===== src/rtl/filter_sweep_ctrl_pkg.sv =====
// ============================================================================
// Module  : opo_package
// Brief   : Shared state encoding and defaults for the filter sweep controller.
// Rev     : 1.0  initial release
// ============================================================================
`default_nettype none

package opo_package;

  typedef enum logic [2:0] {
    IDLE    = 3'd0,
    FLUSH   = 3'd1,
    SETTLE  = 3'd2,
    MEASURE = 3'd3,
    REPORT  = 3'd4
  } sweep_state_t;

  localparam int C_FLUSH_CYCLES = 100;

endpackage

`default_nettype wire


===== src/rtl/filter_sweep_ctrl_minmax.sv =====
// ============================================================================
// Module  : sweep_minmax
// Brief   : Signed running min/max; outputs already include the current sample.
// Rev     : 1.0  initial release
// ============================================================================
`default_nettype none

module sweep_minmax #(
  parameter int WORD_WIDTH = 16
) (
  input  logic                  clk,
  input  logic                  rst,
  input  logic                  clear,
  input  logic                  valid,
  input  logic [WORD_WIDTH-1:0] sample,
  output logic [WORD_WIDTH-1:0] min,
  output logic [WORD_WIDTH-1:0] max
);

  localparam logic signed [WORD_WIDTH-1:0] C_POS_MAX = {1'b0, {(WORD_WIDTH-1){1'b1}}};
  localparam logic signed [WORD_WIDTH-1:0] C_NEG_MAX = {1'b1, {(WORD_WIDTH-1){1'b0}}};

  logic signed [WORD_WIDTH-1:0] r_min, r_max;
  logic signed [WORD_WIDTH-1:0] w_smp, w_base_min, w_base_max, w_min, w_max;

  // clear restarts from the extremes in the same cycle, so a sample that
  // arrives together with clear is already counted
  always_comb begin
    w_smp      = $signed(sample);
    w_base_min = clear ? C_POS_MAX : r_min;
    w_base_max = clear ? C_NEG_MAX : r_max;
    w_min      = (valid && (w_smp < w_base_min)) ? w_smp : w_base_min;
    w_max      = (valid && (w_smp > w_base_max)) ? w_smp : w_base_max;
  end

  always_ff @(posedge clk or negedge rst) begin
    if (!rst) begin
      r_min <= C_POS_MAX;
      r_max <= C_NEG_MAX;
    end else begin
      r_min <= w_min;
      r_max <= w_max;
    end
  end

  assign min = w_min;
  assign max = w_max;

endmodule

`default_nettype wire


===== src/rtl/filter_sweep_ctrl.sv =====
// ============================================================================
// Module  : filter_sweep_ctrl
// Brief   : Steps sine_gen period, flushes/settles the filter, reports min/max.
//           Define FILTER_SWEEP_PP_EN to add the res_pp peak-to-peak output.
// Rev     : 1.0  initial release
// ============================================================================
`default_nettype none

module filter_sweep_ctrl
  import opo_package::*;
#(
  parameter int WORD_WIDTH   = 16,
  parameter int PERIOD_WIDTH = 32,
  parameter int FLUSH_CYCLES = C_FLUSH_CYCLES
) (
  input  logic                    clk,
  input  logic                    rst,
  input  logic                    start,
  input  logic                    abort,
  input  logic [PERIOD_WIDTH-1:0] period_start,
  input  logic [PERIOD_WIDTH-1:0] period_step,
  input  logic [PERIOD_WIDTH-1:0] period_stop,
  input  logic [31:0]             settle_cycles,
  input  logic [31:0]             meas_cycles,
  output logic [PERIOD_WIDTH-1:0] gen_period,
  output logic                    dut_rst,
  input  logic [WORD_WIDTH-1:0]   sample_in,
  input  logic                    sample_valid,
  output logic                    res_valid,
  input  logic                    res_ready,
  output logic [PERIOD_WIDTH-1:0] res_period,
  output logic [WORD_WIDTH-1:0]   res_max,
  output logic [WORD_WIDTH-1:0]   res_min,
`ifdef FILTER_SWEEP_PP_EN
  output logic [WORD_WIDTH:0]     res_pp,
`endif
  output logic                    busy,
  output logic                    done
);

  sweep_state_t r_state, w_state_nxt;

  logic [PERIOD_WIDTH-1:0] r_step, r_stop, r_gen_period, r_res_period;
  logic [31:0]             r_settle, r_meas, r_cnt;
  logic [WORD_WIDTH-1:0]   r_res_max, r_res_min, w_mm_min, w_mm_max;
  logic                    r_done;
  logic [PERIOD_WIDTH:0]   w_next_period;
  logic                    w_sweep_end, w_meas_last, w_xfer;

  assign w_next_period = {1'b0, r_gen_period} + {1'b0, r_step};
  assign w_sweep_end   = (r_step == '0) || w_next_period[PERIOD_WIDTH] ||
                         (w_next_period[PERIOD_WIDTH-1:0] > r_stop);
  // meas_cycles of zero still measures for one cycle
  assign w_meas_last   = ({1'b0, r_cnt} + 33'd1) >= {1'b0, r_meas};
  assign w_xfer        = (r_state == REPORT) && res_ready && !abort;

  always_ff @(posedge clk or negedge rst) begin
    if (!rst) r_state <= IDLE;
    else      r_state <= w_state_nxt;
  end

  always_comb begin
    w_state_nxt = r_state;
    unique case (r_state)
      IDLE:    if (start) w_state_nxt = FLUSH;
      FLUSH:   if (r_cnt == 32'(FLUSH_CYCLES - 1))
                 w_state_nxt = (r_settle == '0) ? MEASURE : SETTLE;
      SETTLE:  if (r_cnt == r_settle - 32'd1) w_state_nxt = MEASURE;
      MEASURE: if (w_meas_last) w_state_nxt = REPORT;
      REPORT:  if (res_ready) w_state_nxt = w_sweep_end ? IDLE : FLUSH;
      default: w_state_nxt = IDLE;
    endcase
    if (abort) w_state_nxt = IDLE;
  end

  sweep_minmax #(.WORD_WIDTH(WORD_WIDTH)) u_minmax (
    .clk    (clk),
    .rst    (rst),
    .clear  ((r_state == MEASURE) && (r_cnt == '0)),
    .valid  ((r_state == MEASURE) && sample_valid),
    .sample (sample_in),
    .min    (w_mm_min),
    .max    (w_mm_max)
  );

  always_ff @(posedge clk or negedge rst) begin
    if (!rst) begin
      r_cnt        <= '0;
      r_step       <= '0;
      r_stop       <= '0;
      r_settle     <= '0;
      r_meas       <= '0;
      r_gen_period <= '0;
      r_res_period <= '0;
      r_res_max    <= '0;
      r_res_min    <= '0;
      r_done       <= 1'b0;
    end else begin
      r_cnt  <= (w_state_nxt != r_state || r_state == IDLE) ? '0 : r_cnt + 32'd1;
      r_done <= w_xfer && w_sweep_end;
      if (r_state == IDLE && w_state_nxt == FLUSH) begin
        r_step       <= period_step;
        r_stop       <= period_stop;
        r_settle     <= settle_cycles;
        r_meas       <= meas_cycles;
        r_gen_period <= period_start;
      end
      if (w_xfer && !w_sweep_end) r_gen_period <= w_next_period[PERIOD_WIDTH-1:0];
      if (r_state == MEASURE && w_state_nxt == REPORT) begin
        r_res_period <= r_gen_period;
        r_res_max    <= w_mm_max;
        r_res_min    <= w_mm_min;
      end
    end
  end

`ifdef FILTER_SWEEP_PP_EN
  logic [WORD_WIDTH:0] r_res_pp;
  always_ff @(posedge clk or negedge rst) begin
    if (!rst) r_res_pp <= '0;
    else if (r_state == MEASURE && w_state_nxt == REPORT)
      r_res_pp <= {w_mm_max[WORD_WIDTH-1], w_mm_max} - {w_mm_min[WORD_WIDTH-1], w_mm_min};
  end
  assign res_pp = r_res_pp;
`endif

  assign gen_period = r_gen_period;
  assign dut_rst    = (r_state == SETTLE) || (r_state == MEASURE) || (r_state == REPORT);
  assign res_valid  = (r_state == REPORT);
  assign res_period = r_res_period;
  assign res_max    = r_res_max;
  assign res_min    = r_res_min;
  assign busy       = (r_state != IDLE);
  assign done       = r_done;

endmodule

`default_nettype wire


===== config.mk =====
export PLATFORM = sky130hd
export DESIGN_NAME = filter_sweep_ctrl
export DESIGN_NICKNAME = d
export VERILOG_FILES = /design/src/rtl/filter_sweep_ctrl_pkg.sv /design/src/rtl/filter_sweep_ctrl_minmax.sv /design/src/rtl/filter_sweep_ctrl.sv
export SDC_FILE = /design/constraint.sdc
export NUM_CORES = 1
export LEC_CHECK = 0
export ABC_AREA = 1
export CORE_MARGIN = 3
export CORE_UTILIZATION = 50
export DETAILED_ROUTE_END_ITERATION = 10
export HOLD_SLACK_MARGIN = 0.02
export PLACE_DENSITY = 0.75
export SLEW_MARGIN = 20
export SYNTH_ARGS = -nofsm -noshare
export SYNTH_HDL_FRONTEND = slang
export SYNTH_SLANG_ARGS = --single-unit

===== constraint.sdc =====
create_clock -name clk -period 5 [get_ports clk]
set_input_delay 1 -clock clk [delete_from_list [all_inputs] [get_ports clk]]
set_output_delay 1 -clock clk [all_outputs]
set_load 0.01 [all_outputs]

==> reports/results.tsv <==
metric	value	unit
r2r endpoint	r_meas[15]	
Worst Hold Launch	res_period[27]	
Worst Slack Setup Final	320	ps
Setup-failing EPs final	0	
clock root buffer	clkbuf_16	
crit-path most repeated cell	nand2_1	
final WL	54600	um
Mapped Cells	2429	
Nets	3017	
Pwr Density	377	mW/mm^2
Vert. Die Dim	196	um
Slew Viols, Final	0	
vias in the first global route	16900	
RSZ-0062 raised after global routing	false	
synthesized area	0.0180	mm^2
final critical-path required period	4680	ps
slowest stage delay, CP	420	ps
main combinational cell family by area after synthesis	simple AND/OR/NAND/NOR gates	
DIE AREA	0.0384	mm^2
drt via density	5.30	
Die X	196	um
post-synthesis async set-or-reset flop share	100	%
largest net degree at the start of global routing	86	
core area	0.0351	mm^2
DR WL/cell	17.2	um
VDD IR-drop max	0.366	mV
Area Overhead vs Synth	25.2	%
GRT Total Usage	28.3	%
Worst Path Arrival	5100	ps
post-CTS sizing	1	
status	complete, no violations	
commonest non-fill, non-tap cell in the layout	nand2_1	
Synth top area share	38.3	%
hold path cells	2	
CTS tree	built	
Post-CTS Setup Inserts	0	
Achievable Freq	214	MHz
number of hold buffers added after CTS	0	
cells on worst reg2reg path	24	
starting density of the core	51.4	%
drc violations	0	
R2R Setup Slk	320	ps
max-capacitance violation count	0	
CP endpoint kind	register	
commonest cells after routing, fill and taps aside	nand2_1, clkdlybuf4s50_1, dfrtp_1, inv_1, nor2_1	
# IOs	282	
Clock Sinks	292	
Synth Area in Simple Gates	29.6	%
Post-synth EDFFs	0	
post-synthesis sequential area ratio	40.7	%
latest clock arrival within the worst-skew pair	530	ps
r2r startpoint	r_step[2]	
critical path cell sequence	ha_1 > nand3_1 > nand3_1 > inv_1 > o21a_1 > o21ai_1 > buf_4 > a21oi_1 > o21bai_1 > xor2_1 > ha_1 > nand2_1 > o21a_1 > o211ai_1 > a31oi_1 > nand2_1 > nand2_1 > nand3_1 > nand3_2 > nand3_4 > clkinv_16 > buf_12 > nand2_1 > o21ai_0	
Mean Syn Cell Area	7.42	um^2
gr ovfl total	0	
setup tns final	0	ps
first-pass GRT wire length	88400	um
Hold Fails Final Rpt	0	
post-synthesis compound-gate area fraction	7.94	%
fin area	0.0226	mm^2
clock-pin slew on the worst setup and hold paths	60	ps
Syn. warnings	0	
WS Path Type	register to register	
HPWL after DPL	41900	um
Max Root-Sink Buffers	3	
pre-CTS setup slack	7.69	ps
Leakage	0.0114	uW
Placer Congestion	1.05	
final setup skew	17.4	ps
CTS Buf Count	34	
PortBufs	281	
XOR/XNOR share of the synthesized area	4.66	%
HP Class	register to register	
Netlist cell types	53	
placed cell areas	0.0214	mm^2
Synth Net Count	2743	
Max Fanout on Critical Path	70	
mux cell area share after synthesis	0	%
antenna violations before repair	1	
Slew @ Worst Pin	744	ps
WP data required	5420	ps
register bit total from synthesis	292	
Row Count	68	
headroom to the max-slew limit	50.2	%
total number of vias	16900	
CTS H-tree lvls	2	
hold path endpoint	res_period[27]	
initial DRC count	1134	
Adder-Cell Fraction of Synth Area	9.21	%
layout cells sized above 1	5.13	%
drt pass-1 iters	5	
DRT antenna net count	0	
Area contributors post-synth	dfrtp_1, nand2_1, ha_1, inv_1, nor2_1	
cell taking the most area after synthesis	dfrtp_1	
Post-synth top flop	dfrtp_1	
Final Cycle Share	93.6	%
Worst path slowest cell	dfrtp_1	
startpoint types	register	
-- area by class of cell --
cell class / count / area (um^2)
Clock buffer: 50 / 1030
Multi-Input combinational cell: 1782 / 9300
Sequential cell: 292 / 7330
Antenna cell: 1 / 2.50
Timing Repair Buffer: 310 / 3120
Inverter: 283 / 1090
Fill cell: 3075 / 12500
Clock inverter: 11 / 115
Tap cell: 455 / 569
-- cells by family after synthesis --
logic type,count (synthesis)
AND/OR/NAND/NOR,1293
flip-flops,292
AO/OA/AOI/OAI,266
buffers and inverters,355
adder cells (fa/ha/maj),132
XOR/XNOR,91
-- synthesized netlist by cell type, types with 23 or more instances --
library cell and number:
o21ai_0 118, nand2_1 847, nand4_1 40, ha_1 131, buf_2 31, dfrtp_1 276, a21oi_1 88, nor2_1 203
xnor2_1 24, nor3_1 32, nand3_1 109, o21ai_1 23, xor2_1 64, inv_1 275
-- sequential cells by signal, summed over array words and instances, names as in the netlist --
register / count
u_minmax.r_max: 16
u_minmax.r_min: 16
done: 1
r_step: 32
r_settle: 32
res_period: 32
r_stop: 32
r_cnt: 32
gen_period: 32
res_min: 16
r_state: 3
res_max: 16
r_meas: 32
-- worst max-delay path by stage --
| stage | startpoint | endpoint | slack (ps) | depth (start not counted) |
|---|---|---|---|---|
| after floorplan | gen_period[0] | gen_period[13] | 1050 | 29 |
| after global placement | r_step[2] | r_step[30] | 180 | 24 |
| after detailed placement | r_step[0] | r_meas[13] | 8 | 27 |
| after CTS | r_step[0] | r_meas[15] | 50 | 27 |
| after global routing | r_cnt[0] | r_meas[13] | 20 | 29 |
| final | r_step[2] | r_meas[15] | 320 | 24 |
-- per-stage QoR --
stage               power (uW)  std cells  hold slack (ps)  util (%)
global route              9090       3184              505      64.3
floorplan                 4880       2429              455         -
finish                    8510       3184              478      64.3
global placement          5890       3122              464      60.9
CTS                       8540       3183              480      64.2
detailed placement        5950       3122              464      60.9
-- layer usage --
layer / share of wire, % / GRT usage, % / up-vias
li1: - / - / 8263
met1: 42 / 37.3 / 7961
met2: 49 / 48.8 / 548
met3: 6.5 / 4.33 / 105
met4: 2.6 / 7.66 / 0
met5: 0 / 0 / -
-- power breakdown --
part           switching (uW)  leakage, uW  total [uW]  internal (uW)
combinational            1800      0.00705        2980           1180
clock                    1020     0.000570        2550           1540
sequential                291      0.00375        2980           2690
total                    3110       0.0114        8510           5410
-- worst max-delay path: cells and delay by family (launching register included) --
family	cells	cell delay (ps)
compound gates	8	1440
xor+xnor	1	280
fa+ha+maj	2	680
buf+inv	4	700
flops	1	420
simple gates	9	1060
No activity file was read; power rests on OpenSTA's default activity.
